`config.mk`:
```
export PLATFORM = sky130hd
export DESIGN_NAME = io_timer_bank
export DESIGN_NICKNAME = d
export VERILOG_FILES = /design/src/rtl/io_timer_bank.sv
export SDC_FILE = /design/constraint.sdc
export NUM_CORES = 1
export LEC_CHECK = 0
export ABC_AREA = 1
export CAP_MARGIN = 20
export CORE_UTILIZATION = 37
export DETAILED_ROUTE_END_ITERATION = 8
export PLACE_DENSITY = 0.61
export SYNTH_ARGS = -nofsm -noshare
export SYNTH_HDL_FRONTEND = slang
export SYNTH_SLANG_ARGS = --single-unit
export TNS_END_PERCENT = 10
```
`constraint.sdc`:
```
create_clock -name AClkH -period 15.05 [get_ports AClkH]
set_clock_uncertainty 0.2 [all_clocks]
set_input_delay 3.01 -clock AClkH [delete_from_list [all_inputs] [get_ports AClkH]]
set_output_delay 3.01 -clock AClkH [all_outputs]
set_load 0.01 [all_outputs]
```
`src/rtl/io_timer_bank.sv`:
```
// Bank of CTimerCnt prescaled down-counting timers on the processor IO space.
// Writes land at the end of the request cycle; reads stall one cycle and return data the next.
module io_timer_bank #(
    parameter int          CTimerCnt = 4,
    parameter logic [15:0] CBaseAddr = 16'h0100
) (
    input  logic                 AClkH,
    input  logic                 AResetH,
    input  logic                 AClkHEn,
    input  logic [15:0]          AIoSpaceAddr,
    input  logic [63:0]          AIoSpaceMosi,
    input  logic [3:0]           AIoSpaceWrSize,
    input  logic [3:0]           AIoSpaceRdSize,
    output logic [63:0]          AIoSpaceMiso,
    output logic                 AIoSpaceBusy,
    output logic [CTimerCnt-1:0] AIrq
);
    // state  | meaning
    // S_IDLE | En=0, counter and prescaler frozen
    // S_RUN  | En=1, prescaler running, COUNT decrements on each tick
    localparam logic [0:0]  S_IDLE    = 1'b0;
    localparam logic [0:0]  S_RUN     = 1'b1;
    localparam logic [31:0] CWinBytes = 32'(16 * CTimerCnt);

    logic [0:0]           r_state  [CTimerCnt];
    logic [7:0]           r_psc    [CTimerCnt];
    logic [7:0]           r_pcnt   [CTimerCnt];
    logic [31:0]          r_reload [CTimerCnt];
    logic [31:0]          r_count  [CTimerCnt];
    logic [CTimerCnt-1:0] r_per;
    logic [CTimerCnt-1:0] r_irqen;
    logic [CTimerCnt-1:0] r_exp;
    logic [CTimerCnt-1:0] r_irq;
    logic [63:0]          r_miso;

    logic [15:0]          w_off;
    logic [3:0]           w_idx;
    logic [1:0]           w_reg;
    logic                 w_in_win;
    logic                 w_wr_hit;
    logic                 w_rd_hit;
    logic [31:0]          w_wdata;
    logic [31:0]          w_rdata;
    logic [CTimerCnt-1:0] w_wr_sel;
    logic [CTimerCnt-1:0] w_tick;
    logic                 w_unused;

    assign w_off    = AIoSpaceAddr - CBaseAddr;
    assign w_idx    = w_off[7:4];
    assign w_reg    = w_off[3:2];
    assign w_in_win = (AIoSpaceAddr >= CBaseAddr) && ({16'd0, w_off} < CWinBytes)
                      && (AIoSpaceAddr[1:0] == 2'b00);
    assign w_wr_hit = w_in_win && (AIoSpaceWrSize == 4'd4);
    // A hit write swallows any simultaneous read.
    assign w_rd_hit = w_in_win && (AIoSpaceRdSize == 4'd4) && (AIoSpaceWrSize == 4'd0);
    assign w_wdata  = AIoSpaceMosi[31:0];
    assign w_unused = ^AIoSpaceMosi[63:32];

    assign AIoSpaceBusy = AClkHEn && !AResetH && w_rd_hit;
    assign AIoSpaceMiso = r_miso;
    assign AIrq         = r_irq;

    always_comb begin
        w_wr_sel = '0;
        w_tick   = '0;
        for (int i = 0; i < CTimerCnt; i++) begin
            w_wr_sel[i] = w_wr_hit && (w_idx == 4'(i));
            w_tick[i]   = (r_state[i] == S_RUN) && (r_pcnt[i] >= r_psc[i]);
        end
    end

    always_comb begin
        w_rdata = '0;
        for (int i = 0; i < CTimerCnt; i++) begin
            if (w_idx == 4'(i)) begin
                case (w_reg)
                    2'd0:    w_rdata = {16'd0, r_psc[i], 5'd0, r_irqen[i], r_per[i],
                                        r_state[i] == S_RUN};
                    2'd1:    w_rdata = r_reload[i];
                    2'd2:    w_rdata = r_count[i];
                    default: w_rdata = {31'd0, r_exp[i]};
                endcase
            end
        end
    end

    always_ff @(posedge AClkH or posedge AResetH) begin
        if (AResetH) begin
            for (int i = 0; i < CTimerCnt; i++) begin
                r_state[i]  <= S_IDLE;
                r_psc[i]    <= '0;
                r_pcnt[i]   <= '0;
                r_reload[i] <= '0;
                r_count[i]  <= '0;
            end
            r_per   <= '0;
            r_irqen <= '0;
            r_exp   <= '0;
            r_irq   <= '0;
            r_miso  <= '0;
        end else if (AClkHEn) begin
            r_miso <= w_rd_hit ? {32'd0, w_rdata} : 64'd0;
            for (int i = 0; i < CTimerCnt; i++) begin
                // Clear before the timer update so a same-cycle expiry wins.
                if (w_wr_sel[i] && (w_reg == 2'd3) && w_wdata[0])
                    r_exp[i] <= 1'b0;
                if (r_state[i] == S_RUN) begin
                    r_pcnt[i] <= w_tick[i] ? 8'd0 : r_pcnt[i] + 8'd1;
                    if (w_tick[i]) begin
                        if (r_count[i] != 32'd0) begin
                            r_count[i] <= r_count[i] - 32'd1;
                        end else begin
                            r_exp[i] <= 1'b1;
                            if (r_per[i])
                                r_count[i] <= r_reload[i];
                            else
                                r_state[i] <= S_IDLE;
                        end
                    end
                end
                // Bus writes come last so they override the timer update.
                if (w_wr_sel[i]) begin
                    case (w_reg)
                        2'd0: begin
                            r_per[i]   <= w_wdata[1];
                            r_irqen[i] <= w_wdata[2];
                            r_psc[i]   <= w_wdata[15:8];
                            if (!w_wdata[0]) begin
                                r_state[i] <= S_IDLE;
                                r_pcnt[i]  <= 8'd0;
                            end else if (r_state[i] == S_IDLE) begin
                                r_state[i] <= S_RUN;
                                r_pcnt[i]  <= 8'd0;
                            end
                        end
                        2'd1: r_reload[i] <= w_wdata;
                        2'd2: begin
                            r_count[i] <= w_wdata;
                            r_pcnt[i]  <= 8'd0;
                        end
                        default: ;
                    endcase
                end
                r_irq[i] <= r_exp[i] & r_irqen[i];
            end
        end
    end
endmodule

```
==> metrics.md, run 1 <==
| Metric | Value |
|---|---|
| Final Non-Filler Cells | ~5600 |
| CP peak stage delay | 0.55 ns |
| Worst setup margin | about 6.5 ns |
| N_diodes | 0 |
| Synthesized area | 0.0280 sq mm |
| Final WL | 114000 um |
| Worst setup slack after placement | 6.44 ns |
| WP data required | 11.84 ns |
| Sequential element share of the synthesized area | 0.332 |
| Vias in the first global route | 26800 |
| Crit path DAT | ~5.4 ns |
| Average size of a mapped cell | approximately 6.1 sq um |
| P&R area growth vs syn | 11.7% |
| CP most frequent cell | clkdlybuf4s50_1 |
| Switch share | 0.350 |
| Clk slew on worst S/H paths | 0.05 ns |
| RSZ-0062 raised after global routing | false |
| Die X | roughly 280 um |
| Clock power frac | 0.404 |
| Leak pwr | approximately 15 nW |
| Slew Viols, Final | 0 |
| Top_reg_cell synth | dfrtp_1 |
| DRC | 0 |
| Final hold vios | 0 |
| Die ar. | 0.0768 sq mm |
| Commonest non-fill, non-tap cell in the layout | nand2_1 |
| Reg power frac | 0.375 |
| TritonRoute pass-1 iters | 6 |
| H-tree depth | 2 |
| Commonest non-fill, non-tap cells in the layout | nand2_1, o21ai_0, nor2_1 |
| CP Buf/Inv Count | 2 |
| Cell Int Power | 2.02 mW |
| Final setup vio count | 0 |
| First-pass GRT wire length | 173000 um |
| Status | finished, final reports clean |
| Die span in y | 277 um |
| DR WL/cell | a little over 20 um |
| Asr flop ratio synth | 1.00 |
| Initial antenna violation count | 0 |
| Crit-path cells | clkdlybuf4s50_1 > nor2_4 > nand3_2 > nor2_2 > nand3_1 > nor2_1 > clkdlybuf4s50_1 |
| Max IR drop VDD | approximately 0.000078 V |
| Crit end category | output port |
| PostCTS Resize Cnt | 0 |
| Setup TNS after final layout | 0 ns |
| Largest net degree at the start of global routing | 132 |
| Worst skew pair latency | approximately 0.63 ns |
| CP Class | in2out |
| Worst-Margin Slew | about 1.1 ns |
| All-Layer GR Usage | 0.292 |
| Synth Register Bits | 372 |
| Vias per cell | ~5.4 |
| Pwr Total | 3.11 mW |
| Max Freq | 117 MHz |
| Initial Util | 0.375 |
| Reg2Reg Setup Slack | 11.78 ns |
| Total grt overflow | 0 |
| # Max-Cap Violations | 0 |
| Share of post-route cells with drive strength above 1 | 0.0389 |
| Clock Path Buffers | 3 |
| CTS Hold Buffers Added | 0 |
| Antenna viol nets, final | 0 |
| Post-Syn Instances | 4595 |
| CTS sink cnt | 372 |
| EDFF count, synth | 0 |
| Post-CTS Setup Inserts | 0 |
| Rows | 100 |
| DR vias | 30300 |
| Worst path top cell family by delay | simple AND/OR/NAND/NOR gates |
| Combinational share of power | 0.221 |
| Half-perimeter wire length after placement | approximately 80000 um |
| Placed cells | between 5000 and 6000 |
| Hold Path Class | reg2reg |
| PD cells | 99.3 mW/mm^2 |
| CP Launch Type | input port |
| Max FO, Critical Path | 18 |
| TritonCTS Buffers | 49 |
| Tcrit/Tclk final | 0.569 |
| Final Util | 0.419 |
| Yosys cell types | 43 |
| Min Tclk post-route | roughly 8.6 ns |
| Root buf cell | clkbuf_16 |
| Post-layout net count | 4697 |
| Core Footprint | 0.0747 sq mm |
| Number of top-level pins | 160 |
| CP max stage cell | clkdlybuf4s50_1 |
| Synth warn | 0 |
| TritonCTS clock tree | yes |
| PortBufs | 95 |
| Max_slew headroom | 0.262 |
| RePlAce Congestion | 1.03 |
| Drt initial violations | 3553 |
| Sw Pwr | approximately 1.1 mW |
## layout make-up
cell class / instances / area [sq um]
fill: 7966 / 43400
multi-input combinational: 3545 / 16000
sequential: 372 / 9310
inverter: 457 / 1730
clock buffer: 73 / 1470
timing repair buffer: 137 / 1330
tap: 969 / 1210
clock inverter: 18 / 246
## metal layers
metal  wire length (um)  GRT usage  vias to the layer above
met5                  0          0                        -
met4               4900      0.118                        0
met3              11600     0.0454                      217
met2              45900      0.412                     1568
met1              51400      0.439                    14000
li1                   -          -                    14500
## through the flow
step / area [sq um] / hold slack, ns
after floorplan: 28100 / 0.253
after global placement: 29500 / 0.265
after detailed placement: 29500 / 0.268
after CTS: 31200 / 0.283
after global routing: 31300 / 0.295
final: 31300 / 0.277
## cells in the mapped netlist, drive strengths merged (11+ instances only)
cell type | instances | area share
o211ai | 22 | 0.0059
nand3 | 260 | 0.048
nand4 | 46 | 0.010
o21ai | 599 | 0.11
nand3b | 11 | 0.0029
nor2 | 500 | 0.069
buf | 87 | 0.019
dfrtp | 372 | 0.33
ha | 44 | 0.020
xor2 | 67 | 0.021
clkbuf | 165 | 0.022
nor3 | 30 | 0.0055
o2111ai | 28 | 0.0088
inv | 452 | 0.061
a21oi | 108 | 0.019
nand2 | 1751 | 0.23
## tightest hold or removal path: cells and delay by family (launching register included)
kind | cells | cell delay [ns]
AND/OR/NAND/NOR | 2 | 0.11
flip-flops | 1 | 0.34
## logic make-up (layout without fill, tap and decap cells)
| logic type | after synthesis | after routing | share of synthesized area |
|---|---|---|---|
| AND/OR/NAND/NOR | 2602 | 2602 | 0.372 |
| AO/OA/AOI/OAI | 795 | 795 | 0.151 |
| buffers and inverters | 709 | 685 | 0.102 |
| flip-flops | 372 | 372 | 0.332 |
| XOR/XNOR | 72 | 72 | 0.0225 |
| adder cells (fa/ha/maj) | 44 | 44 | 0.0196 |
| other | 1 | 32 | 0.000134 |
## final timing paths
check | startpoint | to | depth (start not counted)
setup / recovery | AIoSpaceAddr[6] | AIoSpaceBusy | 7
hold / removal | AIoSpaceMiso[30] | AIoSpaceMiso[30] | 2
setup reg to reg | r_count[96] | r_count[111] | 14
hold reg to reg | AIoSpaceMiso[30] | AIoSpaceMiso[30] | 2
max in group asynchronous | AResetH | AIoSpaceMiso[24] | 4
min in group asynchronous | AResetH | AIrq[0] | 2
## registers in the layout (all words and copies together), names as in the netlist
signal        flops
AIoSpaceMiso     32
AIrq              4
r_count         128
r_exp             4
r_irqen           4
r_pcnt           32
r_per             4
r_psc            32
r_reload        128
r_state           4
## power by group through the flow
stage	clock [mW]	sequential, mW	combinational (mW)
finish	1.26	1.16	0.688
global route	1.31	1.17	0.776
detailed placement	0	1.18	0.670
floorplan	0	1.14	0.491
CTS	1.27	1.16	0.673
global placement	0	1.18	0.665
No activity file was read; power rests on OpenSTA's default activity.
==> run 2, diff against run 1 <==
PLACE_DENSITY = 0.63   (was 0.61)
clock period = 7.5 ns   (was 15.05 ns; I/O delays follow)
==> run 2 against run 1 <==
Compared with the run above: non-clock buffer count shrank 1; critical path depth unchanged; setup slack got worse by 4.5 ns; largest cell class unchanged; clock-buffer cell count is 16 lower; die area unchanged; sequential power up 100%; worst hold slack worse by 0.00085 ns; wire length is 1.5% lower; sequential share of layout area fell by 0.12 points; critical endpoint unchanged; first-iteration DRC count increased by 13%; utilization is 0.17 points higher.
==> metrics.md, run 2 (same netlist as run 1, synthesis figures left out) <==
| Metric | Value |
|---|---|
| Leak pwr | 15.3 nW (+0.38%) |
| Critical path origin | AIoSpaceAddr[6] |
| Top flop regs | r_count x128, r_reload x128 |
| Initial antenna violation count | 0 (unchanged) |
| Reg2Reg Setup Slack | 4.14 ns (-7.64 ns) |
| PostCTS Resize Cnt | 0 (unchanged) |
| PD cells | 202 mW/mm^2 (+100%) |
| RePlAce Congestion | 1.01 (-2.3%) |
| Vias per cell | 5.47 (+0.59%) |
| Hold Worst Slack | 0.277 ns (-0.000853 ns) |
| DR WL/cell | 20.1 um (-1.4%) |
| Max FO, Critical Path | 18 (unchanged) |
| CP Class | in2out |
| Number of top-level pins | 160 (unchanged) |
| Half-perimeter wire length after placement | 78600 um (-1.6%) |
| TritonCTS Buffers | 48 (-2.0%) |
| R2R cell count | 12 (-2) |
| Tcrit/Tclk final | 0.738 |
| TritonRoute pass-1 iters | 6 (unchanged) |
| RSZ-0062 raised after global routing | false |
| Max Freq | 181 MHz |
| Clock Path Buffers | 3 (unchanged) |
| Worst R2R End | r_count[61] |
| Min-Delay Endpoint | AIoSpaceMiso[26] |
| Setup TNS after final layout | 0 ns (unchanged) |
| DRC | 0 (unchanged) |
| Worst setup margin | 1.96 ns (-4.52 ns) |
| Hold Path Class | reg2reg |
| Max_slew headroom | 0.229 (-0.0328) |
| Worst setup slack after placement | 1.90 ns (-4.54 ns) |
| Status | finished, final reports clean |
| Commonest non-fill, non-tap cell in the layout | nand2_1 |
| DR vias | 30500 (+0.52%) |
| Largest net degree at the start of global routing | 160 (+21%) |
| Min Tclk post-route | roughly 5.5 ns |
| Vias in the first global route | 26200 (-2.4%) |
| Clk slew on worst S/H paths | 0.05 ns (about the same) |
| PortBufs | 95 (unchanged) |
| Root buf cell | clkbuf_16 |
| Final hold vios | 0 (unchanged) |
| CP Launch Type | input port |
| Hold path depth | 2 (unchanged) |
| Final setup vio count | 0 (unchanged) |
| Die ar. | 0.0768 sq mm (unchanged) |
| Rows | 100 (unchanged) |
| N_diodes | 0 (unchanged) |
| Slew Viols, Final | 0 (unchanged) |
| # Max-Cap Violations | 0 (unchanged) |
| Crit end category | output port |
| Area of placed instances | 0.0295 sq mm (+0.14%) |
| Pwr Total | 6.36 mW (+100%) |
| Commonest non-fill, non-tap cells in the layout | nand2_1, o21ai_0, nor2_1 |
| Core Footprint | 0.0747 sq mm (unchanged) |
| Final WL | 112000 um (-1.5%) |
| CTS sink cnt | 372 (unchanged) |
| Share of post-route cells with drive strength above 1 | 0.0398 (+0.000904) |
| R2r startpoint | r_count[32] |
| Initial Util | 0.375 (unchanged) |
| Crit path DAT | 3.84 ns (-1.52 ns) |
| H-tree depth | 2 (unchanged) |
| Post-route cell area | 0.0314 sq mm (+0.40%) |
| Post-layout net count | 4695 (-0.043%) |
| First-pass GRT wire length | 169000 um (-1.9%) |
| Antenna viol nets, final | 0 (unchanged) |
| P&R area growth vs syn | 12.2% |
| Hold Path Origin | AIoSpaceMiso[26] |
| Die X | 277 um (unchanged) |
| TritonCTS clock tree | yes |
| Die span in y | 277 um (unchanged) |
| Post-CTS Setup Inserts | 0 (unchanged) |
| Worst-Margin Slew | 1.15 ns (+0.0517 ns) |
| Drt initial violations | 4032 (+13%) |
| All-Layer GR Usage | 0.287 (-0.00584) |
| WP data required | 5.80 ns (-6.04 ns) |
| Max IR drop VDD | 0.000149 V (+92%) |
| Worst skew pair latency | 0.62 ns (about the same) |
| Total grt overflow | 0 (unchanged) |
| CTS Hold Buffers Added | 0 (unchanged) |
run 2: changes by cell type in the layout (fill, tap and decap cells not counted), sizes merged:
cell,delta
bufinv,+6
clkbuf,-16
clkdlybuf4s50,-1
clkinv,+5
clkinvlp,+2
run 2: worst max-delay path by stage:
stage | to | cells past startpoint
finish | AIoSpaceBusy | 7
global route | AIoSpaceBusy | 7
CTS | AIoSpaceBusy | 7
detailed placement | AIoSpaceBusy | 7
global placement | AIoSpaceBusy | 7
floorplan | AIoSpaceMiso[0] | 1
run 2: power breakdown:
group | internal, mW | switching, mW | leakage [nW] | total [mW]
combinational | 0.424 | 0.959 | 9.42 | 1.38
sequential | 2.13 | 0.202 | 4.97 | 2.33
clock | 1.60 | 1.04 | 0.874 | 2.65
run 2: layout make-up:
cell class,count,area (sq um)
clock buffers,57,1320
inverters,457,1730
clock inverters,31,450
repair buffers,136,1420
well taps,969,1210
flip-flops and latches,372,9310
multi-input cells,3545,16000
fillers,7918,43300
run 2: through the flow:
| step | std cells | util |
|---|---|---|
| finish | 5567 | 0.421 |
| global route | 5567 | 0.421 |
| CTS | 5561 | 0.419 |
| detailed placement | 5473 | 0.395 |
| global placement | 5471 | 0.395 |
| floorplan | 4626 | - |
run 2: metal layers:
metal  global-route usage  vias to the layer above  wire length (um)
met1                0.442                    14200             51800
met3               0.0424                      194             11300
met5                    0                        -                 0
met2                0.401                     1624             45100
li1                     -                    14500                 -
met4               0.0943                        0              3900
run 2: critical path: stages:
cell and delay [ns]:
clkdlybuf4s50_1 0.44, nor2_4 0.45, nand3_2 0.31, nor2_2 0.22, nand3_1 0.22, nor2_1 0.15, clkdlybuf4s50_1 0.54
